===== src/rtl/fifo_pack_pkg.sv =====
// Shared types and helpers for the FIFO read packer: FSM state encoding,
// slot-index width and saturating increment.
package fifo_pack_pkg;

    typedef enum logic [1:0] {
        IDLE,
        REQ,
        WAIT,
        OUT
    } state_t;

    function automatic int unsigned idx_width(input int unsigned words);
        return (words > 1) ? $clog2(words) : 1;
    endfunction

    function automatic logic [31:0] sat_inc(input logic [31:0] value,
                                            input logic [31:0] max_value);
        return (value >= max_value) ? max_value : value + 32'd1;
    endfunction

endpackage


===== src/rtl/pack_buffer.sv =====
// Word slot array for the packer: single-slot write, synchronous clear,
// flat view with slot 0 in the LSBs.
module pack_buffer import fifo_pack_pkg::*; #(
    parameter int unsigned DATA_WIDTH = 12,
    parameter int unsigned PACK_WORDS = 2,
    parameter int unsigned IDX_W      = 1
) (
    input  logic                             clk,
    input  logic                             rst_n,
    input  logic                             wr_en_i,
    input  logic [IDX_W-1:0]                 wr_idx_i,
    input  logic [DATA_WIDTH-1:0]            wr_data_i,
    input  logic                             clr_i,
    output logic [DATA_WIDTH*PACK_WORDS-1:0] data_o
);

    logic [PACK_WORDS-1:0][DATA_WIDTH-1:0] mem_q;

    always_ff @(posedge clk or negedge rst_n) begin
        if (!rst_n) begin
            mem_q <= '0;
        end else if (clr_i) begin
            mem_q <= '0;
        end else if (wr_en_i) begin
            mem_q[wr_idx_i] <= wr_data_i;
        end
    end

    assign data_o = mem_q;

endmodule


===== src/rtl/fifo_read_packer.sv =====
// Reads single words from the FIFO host stage one at a time, packs
// PACK_WORDS of them into a wide beat and counts reads that return nothing.
module fifo_read_packer import fifo_pack_pkg::*; #(
    parameter int unsigned DATA_WIDTH = 12,
    parameter int unsigned PACK_WORDS = 2,
    parameter int unsigned MISS_WIDTH = 8
) (
    input  logic                             clk,
    input  logic                             rst_n,
    input  logic                             enable,
    input  logic                             flush,
    input  logic                             fifo_empty,
    input  logic [DATA_WIDTH-1:0]            read_data,
    input  logic                             valid,
    output logic                             read_enable,
    output logic [DATA_WIDTH*PACK_WORDS-1:0] out_data,
    output logic [$clog2(PACK_WORDS):0]      out_count,
    output logic                             out_partial,
    output logic                             out_valid,
    input  logic                             out_ready,
    output logic [MISS_WIDTH-1:0]            miss_count
);

    localparam int unsigned IDX_W = idx_width(PACK_WORDS);
    localparam int unsigned CNT_W = $clog2(PACK_WORDS) + 1;
    localparam logic [31:0] MISS_MAX = 32'((64'd1 << MISS_WIDTH) - 64'd1);
    localparam logic [IDX_W-1:0] LAST_IDX = IDX_W'(PACK_WORDS - 1);

    state_t                  state_q;
    logic [IDX_W-1:0]        idx_q;
    logic                    read_enable_q;
    logic                    out_valid_q;
    logic                    out_partial_q;
    logic [CNT_W-1:0]        out_count_q;
    logic [MISS_WIDTH-1:0]   miss_q;
    logic [MISS_WIDTH-1:0]   miss_d;
    logic                    buf_wr;
    logic                    buf_clr;

    assign miss_d  = MISS_WIDTH'(sat_inc(32'(miss_q), MISS_MAX));
    assign buf_wr  = (state_q == WAIT) && valid;
    assign buf_clr = out_valid_q && out_ready;

    always_ff @(posedge clk or negedge rst_n) begin
        if (!rst_n) begin
            state_q       <= IDLE;
            idx_q         <= '0;
            read_enable_q <= 1'b0;
            out_valid_q   <= 1'b0;
            out_partial_q <= 1'b0;
            out_count_q   <= '0;
            miss_q        <= '0;
        end else begin
            case (state_q)
                IDLE: begin
                    // Flush wins over a new read so a partial beat is never delayed.
                    if (flush && (idx_q != '0)) begin
                        state_q       <= OUT;
                        out_valid_q   <= 1'b1;
                        out_count_q   <= CNT_W'(idx_q);
                        out_partial_q <= 1'b1;
                    end else if (enable && !fifo_empty) begin
                        state_q       <= REQ;
                        read_enable_q <= 1'b1;
                    end
                end
                REQ: begin
                    read_enable_q <= 1'b0;
                    state_q       <= WAIT;
                end
                WAIT: begin
                    if (valid) begin
                        if (idx_q == LAST_IDX) begin
                            state_q       <= OUT;
                            out_valid_q   <= 1'b1;
                            out_count_q   <= CNT_W'(PACK_WORDS);
                            out_partial_q <= 1'b0;
                        end else begin
                            idx_q   <= idx_q + 1'b1;
                            state_q <= IDLE;
                        end
                    end else begin
                        miss_q  <= miss_d;
                        state_q <= IDLE;
                    end
                end
                OUT: begin
                    if (out_ready) begin
                        state_q       <= IDLE;
                        idx_q         <= '0;
                        out_valid_q   <= 1'b0;
                        out_count_q   <= '0;
                        out_partial_q <= 1'b0;
                    end
                end
                default: state_q <= IDLE;
            endcase
        end
    end

    pack_buffer #(
        .DATA_WIDTH (DATA_WIDTH),
        .PACK_WORDS (PACK_WORDS),
        .IDX_W      (IDX_W)
    ) u_buf (
        .clk       (clk),
        .rst_n     (rst_n),
        .wr_en_i   (buf_wr),
        .wr_idx_i  (idx_q),
        .wr_data_i (read_data),
        .clr_i     (buf_clr),
        .data_o    (out_data)
    );

    assign read_enable = read_enable_q;
    assign out_valid   = out_valid_q;
    assign out_partial = out_partial_q;
    assign out_count   = out_count_q;
    assign miss_count  = miss_q;

endmodule


===== config.mk =====
export PLATFORM = sky130hd
export DESIGN_NAME = fifo_read_packer
export DESIGN_NICKNAME = d
export VERILOG_FILES = /design/src/rtl/fifo_pack_pkg.sv /design/src/rtl/pack_buffer.sv /design/src/rtl/fifo_read_packer.sv
export SDC_FILE = /design/constraint.sdc
export NUM_CORES = 1
export LEC_CHECK = 0
export CAP_MARGIN = 5
export CORE_MARGIN = 3
export CORE_UTILIZATION = 25
export CTS_BUF_LIST = sky130_fd_sc_hd__clkbuf_16
export DETAILED_ROUTE_END_ITERATION = 12
export GPL_ROUTABILITY_DRIVEN = 0
export GPL_TIMING_DRIVEN = 0
export SLEW_MARGIN = 20
export SYNTH_ARGS = -nofsm -noshare
export SYNTH_HDL_FRONTEND = slang
export SYNTH_SLANG_ARGS = --single-unit

===== constraint.sdc =====
create_clock -name clk -period 1.8 [get_ports clk]
set_input_delay 0.36 -clock clk [delete_from_list [all_inputs] [get_ports clk]]
set_output_delay 0.36 -clock clk [all_outputs]
set_load 0.02 [all_outputs]

Word level (Yosys, flattened, before mapping)
Cells that the tools add are included.
- bits in registers: 40
- bits in latches: 0
- memory bits (writable): 0
- bits in read-only memories: 0
- input bits: 19
- word-level logic and storage cells: 71
- memories kept: 0
- $add $sub $neg: 2
- multipliers: 0
- div/mod/pow operators: 0
- order comparisons: 3
- equal/unequal tests: 10
- shifts and indexed selects: 0
- multiplexer cells: 30
- bitwise logic cells: 1
- reductions and logical operators: 16
- operators with widths (operator ; number):
    $mux W24 ; 2
    $bwmux W24 ; 1
    $mux W2 ; 8
    $demux W12 S1 ; 1
    $mux W12 ; 1
    $ne A2 B2 Y1 const B ; 6
    $mux W1 ; 10
    $add A8 B1 Y8 const B ; 1
    $ge A8 B8 Y1 const B ; 1
    $mux W8 ; 1
    $pmux W2 S4 ; 1
    $pmux W1 S3 ; 2
    $pmux W2 S3 ; 1
    $reduce_and A3 Y1 ; 2
    $reduce_bool A2 Y1 ; 3
    $logic_and A1 B1 Y1 ; 5
    $reduce_and A5 Y1 ; 1
    $eq A2 B2 Y1 const B ; 2
    $pmux W1 S2 ; 2
    $reduce_and A2 Y1 ; 2
    $ne A3 B3 Y1 const B ; 1
    $reduce_bool A3 Y1 ; 1
    $eq A2 B1 Y1 const B ; 1
    $logic_not A2 Y1 ; 1
    other kinds (5) ; 5

Longest topological paths before layout
- depth after elaboration: 7
- depth in mapped cells: 5
- gate-level depth less buffers: 3

Cells and area by module
Synthesis repeated with hierarchy kept, for this count alone.
- cells, all modules: 179
- area total of the unflattened synthesis: 1988.2 µm²
- modules (own cells, without submodules) (module ; instances ; cells an instance ; area an instance (µm²) ; sequential area each (µm²)):
    pack_buffer ; 1 ; 92 ; 1137.3 ; 600.6
    fifo_read_packer ; 1 ; 87 ; 850.8 ; 400.4

Worst setup path before layout
Ideal clock, no wire load.
- kind: flip-flop to flip-flop
- start point: register state_q[1]
- end point: register out_valid_q (netlist: out_valid)
- library setup time: 0.147 ns
- data arrival time: 1.180 ns
- slack: 0.473 ns
- cell stages (with the launch flop): 5
- buffers on the path: 1
- clock period less this slack: 1.327 ns
- path through: dfrtp_1 -> buf_2 -> mux2_2 -> a32oi_2 -> a32oi_1
- word-level cells in the longest chain between the ends: 3
- elaborated cells on any way between the ends: 10
- RTL lines (element ; RTL line ; source):
    start: declaration ; fifo_read_packer.sv:29 ; state_t state_q;
    start signal: assignment ; fifo_read_packer.sv:46 ; state_q <= IDLE;
    start signal: assignment ; fifo_read_packer.sv:58 ; state_q <= OUT;
    start signal: assignment ; fifo_read_packer.sv:63 ; state_q <= REQ;
    $eq A2 B2 Y1 / $logic_not A2 Y1 (equally long branches) ; fifo_read_packer.sv:54 ; case (state_q)
    $ne A2 B2 Y1 (no source line) / $reduce_bool A3 Y1 (equally long branches) ; - ;
    $reduce_and A5 Y1 (no source line) ; - ;
    end signal: assignment ; fifo_read_packer.sv:49 ; out_valid_q <= 1'b0;
    end signal: assignment ; fifo_read_packer.sv:59 ; out_valid_q <= 1'b1;
    end signal: assignment ; fifo_read_packer.sv:75 ; out_valid_q <= 1'b1;
    end: declaration ; fifo_read_packer.sv:32 ; logic out_valid_q;
Several ways; a longest one is shown, not always the timed one.
A chain may end at the register's enable or synchronous reset.

Worst setup path in the final report
- start point: register miss_q[3] (netlist: miss_count[3])
- end point: output port miss_count[3]
- RTL lines (element ; RTL line ; source):
    start: declaration ; fifo_read_packer.sv:35 ; logic [MISS_WIDTH-1:0] miss_q;
    start signal: assignment ; fifo_read_packer.sv:83 ; miss_q <= miss_d;
    end: declaration ; fifo_read_packer.sv:21 ; output logic [MISS_WIDTH-1:0] miss_count
No word-level cell between the ends.

==> summary.md <==
| Metric | Value |
|---|---|
| Status | finished, final reports clean |
| Worst-path clk slew | 0.07 ns |
| I/O pin cnt | 56 |
| Mapped Cells | 134 |
| Post-DRT Antenna Nets | 0 |
| Clock Skew | 0.00858 ns |
| Final setup viols | 0 |
| Critical Path Start Type | flip-flop |
| Worst path bufs/invs | 1 |
| Slowest-stage cell, CP | clkdlybuf4s50_1 |
| Actual slew at the worst max-slew pin | 0.417 ns |
| Cells along the critical path | clkdlybuf4s50_1 |
| Clock power frac | 0.275 |
| Critical Path AT | 1.35 ns |
| Vias in the first global route | 1438 |
| Post-DP HPWL | 2.95 mm |
| Core Footprint | 0.00642 mm² |
| H-tree depth | 2 |
| Net Sw Frac | 0.348 |
| Critical path origin | miss_count[3]$_DFFE_PN0P_ |
| TritonCTS clock tree | done |
| Max cap viols | 0 |
| Worst r2r path cells | 5 |
| Clock tree buffer depth | 2 |
| P_sw | 1.33 mW |
| TritonCTS Buffers | 5 |
| VDD IR max | 0.000613 V |
| Final period util | 0.949 |
| Placed cell areas | 0.00233 mm² |
| Sequential fraction of the synthesis area | 0.599 |
| Sequential share of power | 0.347 |
| Max-slew headroom | 0.722 |
| Net Count, Synth | 154 |
| Sink Count | 40 |
| Hold Crit Class | flip-flop to flip-flop |
| Post-synth EDFFs | 0 |
| Yosys warnings | 0 |
| Synthesized flop and latch total | 40 |
| Overflow after GRT | 0 |
| Synth Cell Area | 0.00167 mm² |
| Critical R2R Launch | idx_q$_DFFE_PN0P_ |
| Via count | 1338 |
| Worst R2R Setup Slack | 0.25 ns |
| Number of port buffers | 55 |
| Fmax achieved | 585 MHz |
| Min Hold Slack | 0.476 ns |
| Root Buffer | clkbuf_16 |
| GRT Util Overall | 0.118 |
| Critical path peak fanout | 7 |
| Pre-CTS setup slack | -0.170 ns |
| First-pass GRT wire length | 7.00 mm |
| Number of DRC markers in iteration 0 | 38 |
| Skew-Pair Late Insertion Delay | 0.29 ns |
| Initial core utilization | 0.260 |
| Standard-cell rows | 29 |
| Largest net degree at the start of global routing | 27 |
| Post-synth top flop | dfrtp_1 |
| Final nets | 218 |
| Combinational power share | 0.379 |
| Count of cell types in the netlist | 35 |
| Lkg Pwr | 1.12 nW |
| Syn Area/Cell | 12.5 µm² |
| Worst EP required | 1.44 ns |
| Stages on worst setup path | 1 |
| N_diodes | 0 |
| RSZ-0062 raised after global routing | false |
| Max-slew violation count | 0 |
| Horiz. Die Dim | 87.8 µm |
| Async S/R FF share, synth | 1.00 |
| Final Hold Vio Count | 0 |
| DRC | 0 |
| Post-route worst setup slack | 0.0916 ns |
| Layout cell share with drive strength beyond 1 | 0.106 |
| Initial antenna violation count | 0 |
| Total internal power | 2.50 mW |
| Min Tclk post-route | 1.71 ns |
| Initial DRT Pass Iterations | 4 |
| Largest delay share family, worst path | buffers and inverters |
| Setup CP Type | flip-flop to output pin |
| CP max stage delay | 0.64 ns |
| Die Y | 87.8 µm |
| Crit path capture | miss_count[3] |
| Pwr/cell area | 1520 mW/mm² |
| Synth-to-layout area growth | 51.1% |
| DR WL/cell | 15.1 µm |
| Critical Path End Type | output pin |
| DIE AREA | 0.00770 mm² |
| Via/cell ratio | 4.85 |
| Final WL | 4.17 mm |
| Final non-filler cell area | 0.00253 mm² |
| Fill cells | 627 |
| Crit Reg-Reg Endpoint | u_buf.data_o[13]$_DFFE_PN0P_ |
Yosys cell counts (all sizes together) (2+ instances only):
| master | number | area (µm²) |
|---|---|---|
| inv | 3 | 11.3 |
| dfrtp | 40 | 1000 |
| mux2i | 2 | 20.0 |
| buf | 6 | 30.0 |
| a31oi | 2 | 12.5 |
| nor3b | 2 | 20.0 |
| a21oi | 8 | 40.0 |
| nand4 | 2 | 12.5 |
| a22o | 25 | 219 |
| and4 | 2 | 17.5 |
| and2 | 3 | 18.8 |
| o21ai | 3 | 15.0 |
| a32oi | 2 | 25.0 |
| mux2 | 2 | 22.5 |
| nand2 | 12 | 45.0 |
| a21o | 3 | 22.5 |
| nand3 | 2 | 10.0 |
cell type report:
| type | count | area, µm² | area share |
|---|---|---|---|
| Buffer | 7 | 36.3 | 0.0144 |
| Clock buffer | 5 | 125 | 0.0495 |
| Clock inverter | 3 | 46.3 | 0.0183 |
| Inverter | 3 | 11.3 | 0.00446 |
| Multi-Input combinational cell | 84 | 634 | 0.251 |
| Sequential cell | 40 | 1000 | 0.396 |
| Tap cell | 77 | 96.3 | 0.0381 |
| Timing Repair Buffer | 57 | 576 | 0.228 |
kinds of logic after synthesis:
kind of cell,share of synthesized area
AO/OA/AOI/OAI,0.213
flip-flops,0.599
AND/OR/NAND/NOR,0.123
buffers and inverters,0.0269
multiplexers,0.0254
XOR/XNOR,0.00524
adder cells (fa/ha/maj),0.00748
timing repair:
| action | in CTS | in global routing |
|---|---|---|
| setup buffers | 0 | 0 |
| gates resized for setup | 0 | 2 |
| setup endpoints to repair | 0 | 10 |
| hold buffers | 1 | 0 |
| hold endpoints to repair | 1 | 0 |
how the worst min path moves through the flow:
| stage | startpoint | to | slack [ns] | depth (start not counted) |
|---|---|---|---|---|
| 2_1_floorplan | rst_n | idx_q$_DFFE_PN0P_ | 0.06 | 0 |
| 4_1_cts | out_partial$_DFFE_PN0P_ | out_partial$_DFFE_PN0P_ | 0.48 | 1 |
| 5_1_grt | out_partial$_DFFE_PN0P_ | out_partial$_DFFE_PN0P_ | 0.50 | 1 |
| 6_report | out_partial$_DFFE_PN0P_ | out_partial$_DFFE_PN0P_ | 0.48 | 1 |
| 3_3_place_gp | out_count[1]$_DFFE_PN0P_ | out_count[1]$_DFFE_PN0P_ | 0.47 | 1 |
| 3_5_place_dp | rst_n | u_buf.data_o[8]$_DFFE_PN0P_ | 0.30 | 1 |
placed cells by master, fill, tap and decap left out, types with 2 or more instances in the layout:
cell / count
clkbuf_16: 5
buf_2: 6
clkdlybuf4s50_1: 54
a31oi_1: 2
mux2i_1: 2
nand4_1: 2
a21oi_1: 8
o21ai_0: 3
nand3_1: 2
and4_1: 2
and2_1: 3
dfrtp_1: 40
a21o_1: 3
inv_1: 3
nand2_1: 12
a22o_1: 25
power groups by stage:
stage,Clock [mW],Combinational (mW),Sequential [mW]
2_1_floorplan,0,0.569,1.57
3_3_place_gp,0,1.44,1.34
3_5_place_dp,0,1.46,1.34
4_1_cts,1.07,1.47,1.33
5_1_grt,1.12,1.59,1.37
6_report,1.05,1.45,1.33
registers in the layout, indices dropped and copies added (netlist names):
name / cells
idx_q: 1
miss_count: 8
out_count: 2
out_partial: 1
out_valid: 1
read_enable: 1
state_q: 2
u_buf.data_o: 24
metrics by stage:
stage,cells,total power [mW],utilization,TNS [ns]
after floorplan,134,2.14,-,0
after global placement,266,2.78,0.361,-30.77
after detailed placement,267,2.80,0.363,-3.11
after CTS,276,3.86,0.392,0
after global routing,276,4.08,0.393,0
final,276,3.83,0.393,0
per-layer routing:
layer | GRT usage | share of wire | vias up
li1 | - | - | 639
met1 | 0.153 | 0.47 | 652
met2 | 0.191 | 0.47 | 41
met3 | 0.0263 | 0.048 | 6
met4 | 0.0502 | 0.016 | 0
met5 | 0 | 0 | -
Note: power is estimated with default switching activity, not from simulation.
